--- config.mk ---
export PLATFORM = sky130hd
export DESIGN_NAME = ex_mem_stage_buffer
export DESIGN_NICKNAME = d
export VERILOG_FILES = /design/src/rtl/ex_mem_stage_buffer.sv
export SDC_FILE = /design/constraint.sdc
export NUM_CORES = 1
export LEC_CHECK = 0
export BUFFER_PORTS_ARGS = -buffer_cell sky130_fd_sc_hd__buf_4
export CORE_ASPECT_RATIO = 1.2
export CORE_MARGIN = 3
export CORE_UTILIZATION = 45
export CTS_CLUSTER_DIAMETER = 150
export DETAILED_ROUTE_END_ITERATION = 8
export HOLD_SLACK_MARGIN = 0.12
export PLACE_DENSITY = 0.74
export SKIP_LAST_GASP = 1
export SLEW_MARGIN = 5
export SYNTH_ARGS = -nofsm -noshare
export SYNTH_HDL_FRONTEND = slang
export SYNTH_SLANG_ARGS = --single-unit
export TNS_END_PERCENT = 30
--- constraint.sdc ---
create_clock -name clk -period 5.55 [get_ports clk]
set_input_delay 0.2775 -clock clk [delete_from_list [all_inputs] [get_ports clk]]
set_output_delay 0.2775 -clock clk [all_outputs]
set_load 0.02 [all_outputs]
--- src/rtl/ex_mem_stage_buffer.sv ---
// EX->MEM stage buffer: captures valid EX results in a small in-order FIFO and
// hands them to MEM with valid/ready, plus flush, sticky overflow and retire count.
module ex_mem_stage_buffer #(
  parameter int DATA_W = 32,
  parameter int DEPTH  = 2,
  parameter int CNT_W  = 16,
  parameter int CTRL_W = 8
) (
  input  logic                           clk,
  input  logic                           rst,
  input  logic                           flush,
  input  logic                           ex_valid,
  input  logic [DATA_W-1:0]              ex_alu_data,
  input  logic [DATA_W-1:0]              ex_memory_data,
  input  logic                           ex_overflow_flag,
  input  logic                           ex_zero_flag,
  input  logic [CTRL_W-1:0]              ex_control,
  input  logic                           ex_compflg,
  output logic                           ex_ready,
  output logic                           mem_valid,
  output logic [DATA_W-1:0]              mem_alu_data,
  output logic [DATA_W-1:0]              mem_memory_data,
  output logic                           mem_overflow_flag,
  output logic                           mem_zero_flag,
  output logic                           mem_compflg,
  output logic [CTRL_W-1:0]              mem_control,
  input  logic                           mem_ready,
  input  logic                           ovf_clear,
  output logic                           ovf_sticky,
  output logic [$clog2(DEPTH+1)-1:0]     occupancy,
  output logic [CNT_W-1:0]               retire_count
);

  localparam int PTR_W = (DEPTH > 1) ? $clog2(DEPTH) : 1;
  localparam int OCC_W = $clog2(DEPTH + 1);
  localparam int ENT_W = 2 * DATA_W + CTRL_W + 3;

  logic [ENT_W-1:0] fifo_q [DEPTH];
  logic [ENT_W-1:0] ex_entry, head_entry;

  logic [PTR_W-1:0] wr_ptr_q, wr_ptr_d;
  logic [PTR_W-1:0] rd_ptr_q, rd_ptr_d;
  logic [OCC_W-1:0] occ_q, occ_d;
  logic             ovf_q, ovf_d;
  logic [CNT_W-1:0] cnt_q, cnt_d;
  logic             push_en, pop_en;

  // Status comes from registered occupancy only, so ex_ready never sees mem_ready.
  assign ex_ready  = (occ_q < OCC_W'(DEPTH));
  assign mem_valid = (occ_q != '0);

  assign push_en = ex_valid & ex_ready & ~flush;
  assign pop_en  = mem_valid & mem_ready & ~flush;

  assign ex_entry   = {ex_alu_data, ex_memory_data, ex_control,
                       ex_overflow_flag, ex_zero_flag, ex_compflg};
  assign head_entry = fifo_q[rd_ptr_q];

  assign {mem_alu_data, mem_memory_data, mem_control,
          mem_overflow_flag, mem_zero_flag, mem_compflg} = mem_valid ? head_entry : '0;

  // Entry storage is deliberately left unreset; outputs are gated by mem_valid.
  for (genvar gi = 0; gi < DEPTH; gi++) begin : g_entry
    always_ff @(posedge clk) begin
      if (push_en && (wr_ptr_q == PTR_W'(gi))) begin
        fifo_q[gi] <= ex_entry;
      end
    end
  end

  always_comb begin
    wr_ptr_d = wr_ptr_q;
    rd_ptr_d = rd_ptr_q;
    occ_d    = occ_q;
    if (flush) begin
      wr_ptr_d = '0;
      rd_ptr_d = '0;
      occ_d    = '0;
    end else begin
      if (push_en) wr_ptr_d = wr_ptr_q + PTR_W'(1);
      if (pop_en)  rd_ptr_d = rd_ptr_q + PTR_W'(1);
      case ({push_en, pop_en})
        2'b10:   occ_d = occ_q + OCC_W'(1);
        2'b01:   occ_d = occ_q - OCC_W'(1);
        default: occ_d = occ_q;
      endcase
    end
  end

  // A delivered overflow beats a coincident clear.
  always_comb begin
    ovf_d = ovf_q;
    if (pop_en && head_entry[2]) begin
      ovf_d = 1'b1;
    end else if (ovf_clear) begin
      ovf_d = 1'b0;
    end
    cnt_d = cnt_q + CNT_W'(pop_en);
  end

  always_ff @(posedge clk) begin
    if (rst) begin
      wr_ptr_q <= '0;
      rd_ptr_q <= '0;
      occ_q    <= '0;
      ovf_q    <= 1'b0;
      cnt_q    <= '0;
    end else begin
      wr_ptr_q <= wr_ptr_d;
      rd_ptr_q <= rd_ptr_d;
      occ_q    <= occ_d;
      ovf_q    <= ovf_d;
      cnt_q    <= cnt_d;
    end
  end

  assign occupancy    = occ_q;
  assign ovf_sticky   = ovf_q;
  assign retire_count = cnt_q;

endmodule

==> impl_metrics.toml, run 1 <==
[outcome]
status = "finished clean"

[floorplan]
die_w_um = 117
core_area_um2 = 14400
rows = 48
start_util_pct = 46.1
io_pins = 177
die_area_um2 = 16300
die_h_um = 139

[synthesis]
ys_types = 26
synth-seq-cells = 172
synth_area_leaders = "edfxtp_1, mux2i_1, dfxtp_1"
synth_top_area_share_pct = 67.8
syn_avg_cell_area_um2 = 15.5
synthFlopType = "edfxtp_1"
ys_async_sr_fraction_pct = 0
seq_area_frac_synth_pct = 74.5
syn-num-nets = 513
synth_edf_count = 150
yosysWarningCount = 0
netlist_area_um2 = 6640
syn_inst = 429
yosysTopAreaCell = "edfxtp_1"

[cells_and_area]
final_nets = 767
multi_input_area_um2 = 1570
num-fill-cells = 1015
syn_to_final_growth_pct = 42.3
regArea_um2 = 4950
fin_cells = 871
drive_gt1_share_pct = 30.9
layout_common_cells = "buf_4, edfxtp_1, nor2_1, dlygate4sd3_1, mux2i_1"
final_common_cell = "buf_4"

[placement]
dp_cells = 763
io_buffers = 176
dp_hpwl_mm = 8.61
place.gp.congestion = 0.740
dp_slack_ps = 2960

[clock_network]
htree_levels = 4
cts_tree = "yes"
worstSkewPairLatency_ps = 420
clk_path_buf_depth = 2
cts_sinks = 172
clk_pin_slew_ps = 60
cts_buffers = 17
post_cts_buffers = 0
clockRootBuffer = "clkbuf_16"

[timing]
fin_hold_ws_ps = 164
setup_violations = 0
worst-slew-pin-transition_ps = 934
skew_ps = 5.79
finalSetupTns_ps = 0
fmax_ghz = 0.357
maxSlewHeadroom_pct = 37.6
drv_slew = 0
setup_slack_ps = 2750
hold_viol = 0
period_share_pct = 50.5
post-route-min-period_ps = 2800
rsz0062_at_grt = "false"

[pwr]
peakVddDrop_mv = 0.195
cellLeakagePower_nw = 3.48
switching_share_pct = 19.7
p_comb_share_pct = 7.5
cellInternalPower_w = 0.00225
switchingPower_w = 0.000553
power.share.clock_pct = 40.7
p_per_area_nw_per_um2 = 297
pwr-share-seq_pct = 51.8

[min_path]
min_path_type = "primary input to flip-flop"
min_from = "ovf_clear"

[worst_setup_path]
r2r_start = "occupancy[1]$_SDFFE_PP0P_"
required_ps = 5270
path_class = "flip-flop to output pin"
startpoint_type = "flip-flop"
cp.arrival_ps = 2530
critical_path.max_fanout = 39
setup.worst_path.end_class = "output pin"

[global_route]
grt_max_degree = 48
grt_pass1_wl_mm = 22.0
grt_pass1_vias = 4484
grt_overflow = 0
grtUsageTotal_pct = 17.7
grt_antenna_before_repair = 0

[drt]
firstDrtPassIters = 4
drt_iter0_markers = 149
routedWlPerCell_um = 15.9
viasPerCell = 4.85
route.detailed.drc = 0
ant_nets = 0
drt-total-wl_mm = 13.9
num_vias = 4224

[run]
maxCapViolCount = 0
[power by group through the flow]
| stage | combinational, W | sequential, W | clock [W] |
|---|---|---|---|
| final | 0.000211 | 0.00145 | 0.00114 |
| after global routing | 0.000228 | 0.00145 | 0.00123 |
| after CTS | 0.000212 | 0.00145 | 0.00116 |
| after detailed placement | 0.000168 | 0.00148 | 0 |
| after global placement | 0.000163 | 0.00148 | 0 |
| after floorplan | 0.0000743 | 0.00148 | 0 |
[per-layer routing]
metal	global-route usage (%)	share of wire [%]
met3	5.28	6.1
met4	7.79	2.2
met1	20.7	41
met2	29.6	51
met5	0	0
[per-stage QoR]
stage | instance area (um2) | utilization [%] | total power (W)
2_1_floorplan | 6640 | - | 0.00155
3_3_place_gp | 8120 | 56.3 | 0.00164
3_5_place_dp | 8120 | 56.3 | 0.00165
4_1_cts | 9450 | 65.5 | 0.00283
5_1_grt | 9450 | 65.5 | 0.00291
6_report | 9450 | 65.5 | 0.00280
[synthesized netlist by cell type, types with 2 or more instances]
| cell type | count |
|---|---|
| o21ai_0 | 3 |
| or3_1 | 2 |
| clkbuf_1 | 6 |
| buf_2 | 7 |
| xnor2_1 | 12 |
| nand3_1 | 4 |
| dfxtp_1 | 22 |
| nand2_1 | 5 |
| nand3_2 | 2 |
| inv_1 | 8 |
| a21oi_1 | 4 |
| ha_1 | 3 |
| buf_4 | 6 |
| mux2i_1 | 75 |
| nor4_2 | 3 |
| xor2_1 | 4 |
| nor2b_1 | 2 |
| nor3_1 | 11 |
| edfxtp_1 | 150 |
| nor2_1 | 94 |
[path summary, 6_finish.rpt]
path,slack [ps],to,depth (start not counted)
max,2750,mem_overflow_flag,4
max reg2reg,3000,fifo_q[0][36]$_DFFE_PP_,4
min,160,ovf_sticky$_SDFFE_PP0P_,4
min reg2reg,510,ovf_sticky$_SDFFE_PP0P_,2
[what timing repair did]
item | CTS | global route
hold buffers | 76 | 0
resized for setup | 0 | 0
hold endpoints to repair | 155 | 0
[worst max-delay path, stage by stage (launching register included)]
cell and delay (ps):
dfxtp_4 760, buf_4 650, mux2i_1 360, nor2_1 80, buf_4 190
[sequential cells by signal, indices dropped and copies added (netlist names), named ones only]
signal        count
fifo_q          150
retire_count     16
occupancy         2
ovf_sticky        1
rd_ptr_q          1
wr_ptr_q          1
[cell type report]
class	count	share of cell area, %
sequential	172	52.4
inverter	8	0.318
timing repair buffer	256	22.4
clock inverter	10	1.31
clock buffer	21	4.66
multi-input combinational	228	16.6
tap	175	2.32
antenna	1	0.0265
[kinds of logic (layout without fill, tap and decap cells)]
| family | count (synthesis) | in the layout | share of synthesized area (%) |
|---|---|---|---|
| AOI/OAI and AO/OA | 8 | 8 | 0.641 |
| xor gates and xnor gates | 16 | 16 | 2.11 |
| adders and majority gates | 3 | 3 | 0.565 |
| buffers and inverters | 29 | 295 | 2.22 |
| DFF | 172 | 172 | 74.5 |
| muxes | 75 | 75 | 11.3 |
| other | 0 | 1 | 0 |
| and+or+nand+nor | 126 | 126 | 8.70 |
Note: power is estimated with default switching activity, not from simulation.
==> inputs of run 2 (changes only) <==
- PLACE_DENSITY: 0.74 -> 0.77
- clock period: 5.55 -> 2.4 ns (I/O delays scaled with it)
==> run 2 against run 1 <==
  * Sequential share of layout area is 0.83 points lower
  * Worst setup slack worse by 2400 ps
  * Via count increased by 3.3%
  * First-iteration DRC count rose by 62%
  * Worst hold slack better by 37 ps
  * Critical endpoint is now retire_count[12]$_SDFF_PP0_
  * Non-clock buffer count grew 7
  * Clock power is 150% higher
  * Sequential cell count unchanged
==> impl_metrics.toml, run 2 (same netlist as run 1, synthesis figures left out) <==
[clock_network]
htree_levels = 4
cts_buffers = 17
clockRootBuffer = "clkbuf_16"
clk_path_buf_depth = 2
cts_tree = "yes"
cts_sinks = 172
clk_pin_slew_ps = 60
worstSkewPairLatency_ps = 410

[timing]
rsz0062_at_grt = "false"
drv_slew = 0
period_share_pct = 87.1
hold_viol = 0
skew_ps = 4.97
setup_violations = 0
fmax_ghz = 0.479
post-route-min-period_ps = 2090
maxSlewHeadroom_pct = 75.6
worst-slew-pin-transition_ps = 367
setup_slack_ps = 310

[cells_and_area]
n_antenna_cell = 0
regMostFlops = "fifo_q"
largest_reg_flops = 150
num-fill-cells = 991
layout_common_cells = "buf_4, edfxtp_1, nor2_1, dlygate4sd3_1, mux2i_1"
syn_to_final_growth_pct = 44.5
stdcell_area_um2 = 9600
multi_input_area_um2 = 1570
regArea_um2 = 4950
final_common_cell = "buf_4"
final_nets = 774
drive_gt1_share_pct = 31.7

[run]
maxCapViolCount = 0

[worst_setup_path]
required_ps = 2700
crit_path_top_delay_cell = "dfxtp_1"
path_class = "flip-flop to flip-flop"
crit_path_cell_trace = "o21ai_1, nor2_1, ha_1, ha_1, nand2_1, nor4_2, xnor2_1, nor2_1"
critical_path.max_fanout = 6
startpoint_type = "flip-flop"
cp.arrival_ps = 2390
setup.worst_path.end_class = "flip-flop"
cpPeakStageDelay_ps = 470
reg2reg_setup_slack_ps = 310
ff2ff_path_depth = 8

[pwr]
p_comb_share_pct = 7.6
cellInternalPower_w = 0.00533
switching_share_pct = 19.9
peakVddDrop_mv = 0.339
power.share.clock_pct = 42.1
total_power_w = 0.00666
switchingPower_w = 0.00133
p_per_area_nw_per_um2 = 694
cellLeakagePower_nw = 3.56
pwr-share-seq_pct = 50.3

[drt]
firstDrtPassIters = 4
viasPerCell = 4.97
drt_iter0_markers = 241
ant_nets = 0
wl_met2_mm = 7.46
wl_met1_mm = 5.81
drt-total-wl_mm = 14.5
route.met3.wl_um = 983
highest_layer = "met4"
num_vias = 4364
routedWlPerCell_um = 16.5
route.detailed.drc = 0

[placement]
dp_hpwl_mm = 9.02
io_buffers = 176
dp_slack_ps = 238
place.gp.congestion = 0.777
placement.cell_area_um2 = 8200

[floorplan]
rows = 48
io_pins = 177
die_w_um = 117
core_area_um2 = 14400
start_util_pct = 46.1
die_area_um2 = 16300
die_h_um = 139

[global_route]
grt_pass1_vias = 4564
grt_overflow = 0
grt_antenna_before_repair = 0
grt_max_degree = 77
grtUsageTotal_pct = 17.5
grt_pass1_wl_mm = 22.1

[min_path]
min_path_type = "primary input to flip-flop"
whs_path_depth = 4

[outcome]
status = "finished clean"
[run 2: layout make-up]
type / instances / share of cell area (%)
Sequential cell: 172 / 51.6
Timing Repair Buffer: 263 / 23.1
Clock buffer: 20 / 4.55
Tap cell: 175 / 2.28
Multi-Input combinational cell: 228 / 16.4
Inverter: 8 / 0.313
Clock inverter: 12 / 1.79
[run 2: worst max-delay path, delay by kind of cell, from the launching register on]
kind / cells / cell delay (ps)
AO/OA/AOI/OAI: 1 / 170
XOR/XNOR: 1 / 150
adder cells (fa/ha/maj): 2 / 450
flip-flops: 1 / 470
AND/OR/NAND/NOR: 4 / 720
[run 2: worst paths after layout]
path,endpoint,startpoint
max,retire_count[12]$_SDFF_PP0_,occupancy[1]$_SDFFE_PP0P_
min reg2reg,ovf_sticky$_SDFFE_PP0P_,ovf_sticky$_SDFFE_PP0P_
min,rd_ptr_q$_SDFFE_PP0P_,mem_ready
max reg2reg,retire_count[12]$_SDFF_PP0_,occupancy[1]$_SDFFE_PP0P_
[run 2: timing repair]
item,CTS,global route
resized for setup,0,1
setup endpoints to repair,0,2
hold buffers,79,0
endpoints found under the hold margin,172,0
setup buffers,0,0
[run 2: per-stage QoR]
| stage | setup TNS, ps | util [%] | hold slack [ps] | instances |
|---|---|---|---|---|
| finish | 0 | 66.6 | 201 | 878 |
| CTS | 0 | 66.6 | 219 | 878 |
| global placement | 0 | 56.9 | 305 | 767 |
| floorplan | -97410 | - | 192 | 429 |
| global route | 0 | 66.6 | 230 | 878 |
| detailed placement | 0 | 56.9 | 308 | 767 |
[run 2: power groups by stage]
stage / Combinational [W] / Sequential (W) / Clock (W)
after floorplan: 0.000172 / 0.00342 / 0
after global placement: 0.000386 / 0.00341 / 0
after detailed placement: 0.000398 / 0.00342 / 0
after CTS: 0.000505 / 0.00335 / 0.00286
after global routing: 0.000541 / 0.00336 / 0.00298
final: 0.000507 / 0.00335 / 0.00280
[run 2: per-layer routing]
metal  vias up  global-route usage (%)
met1      2109                    20.1
met3        21                    4.41
li1       2072                       -
met4         0                    6.34
met5         -                       0
met2       162                    31.2
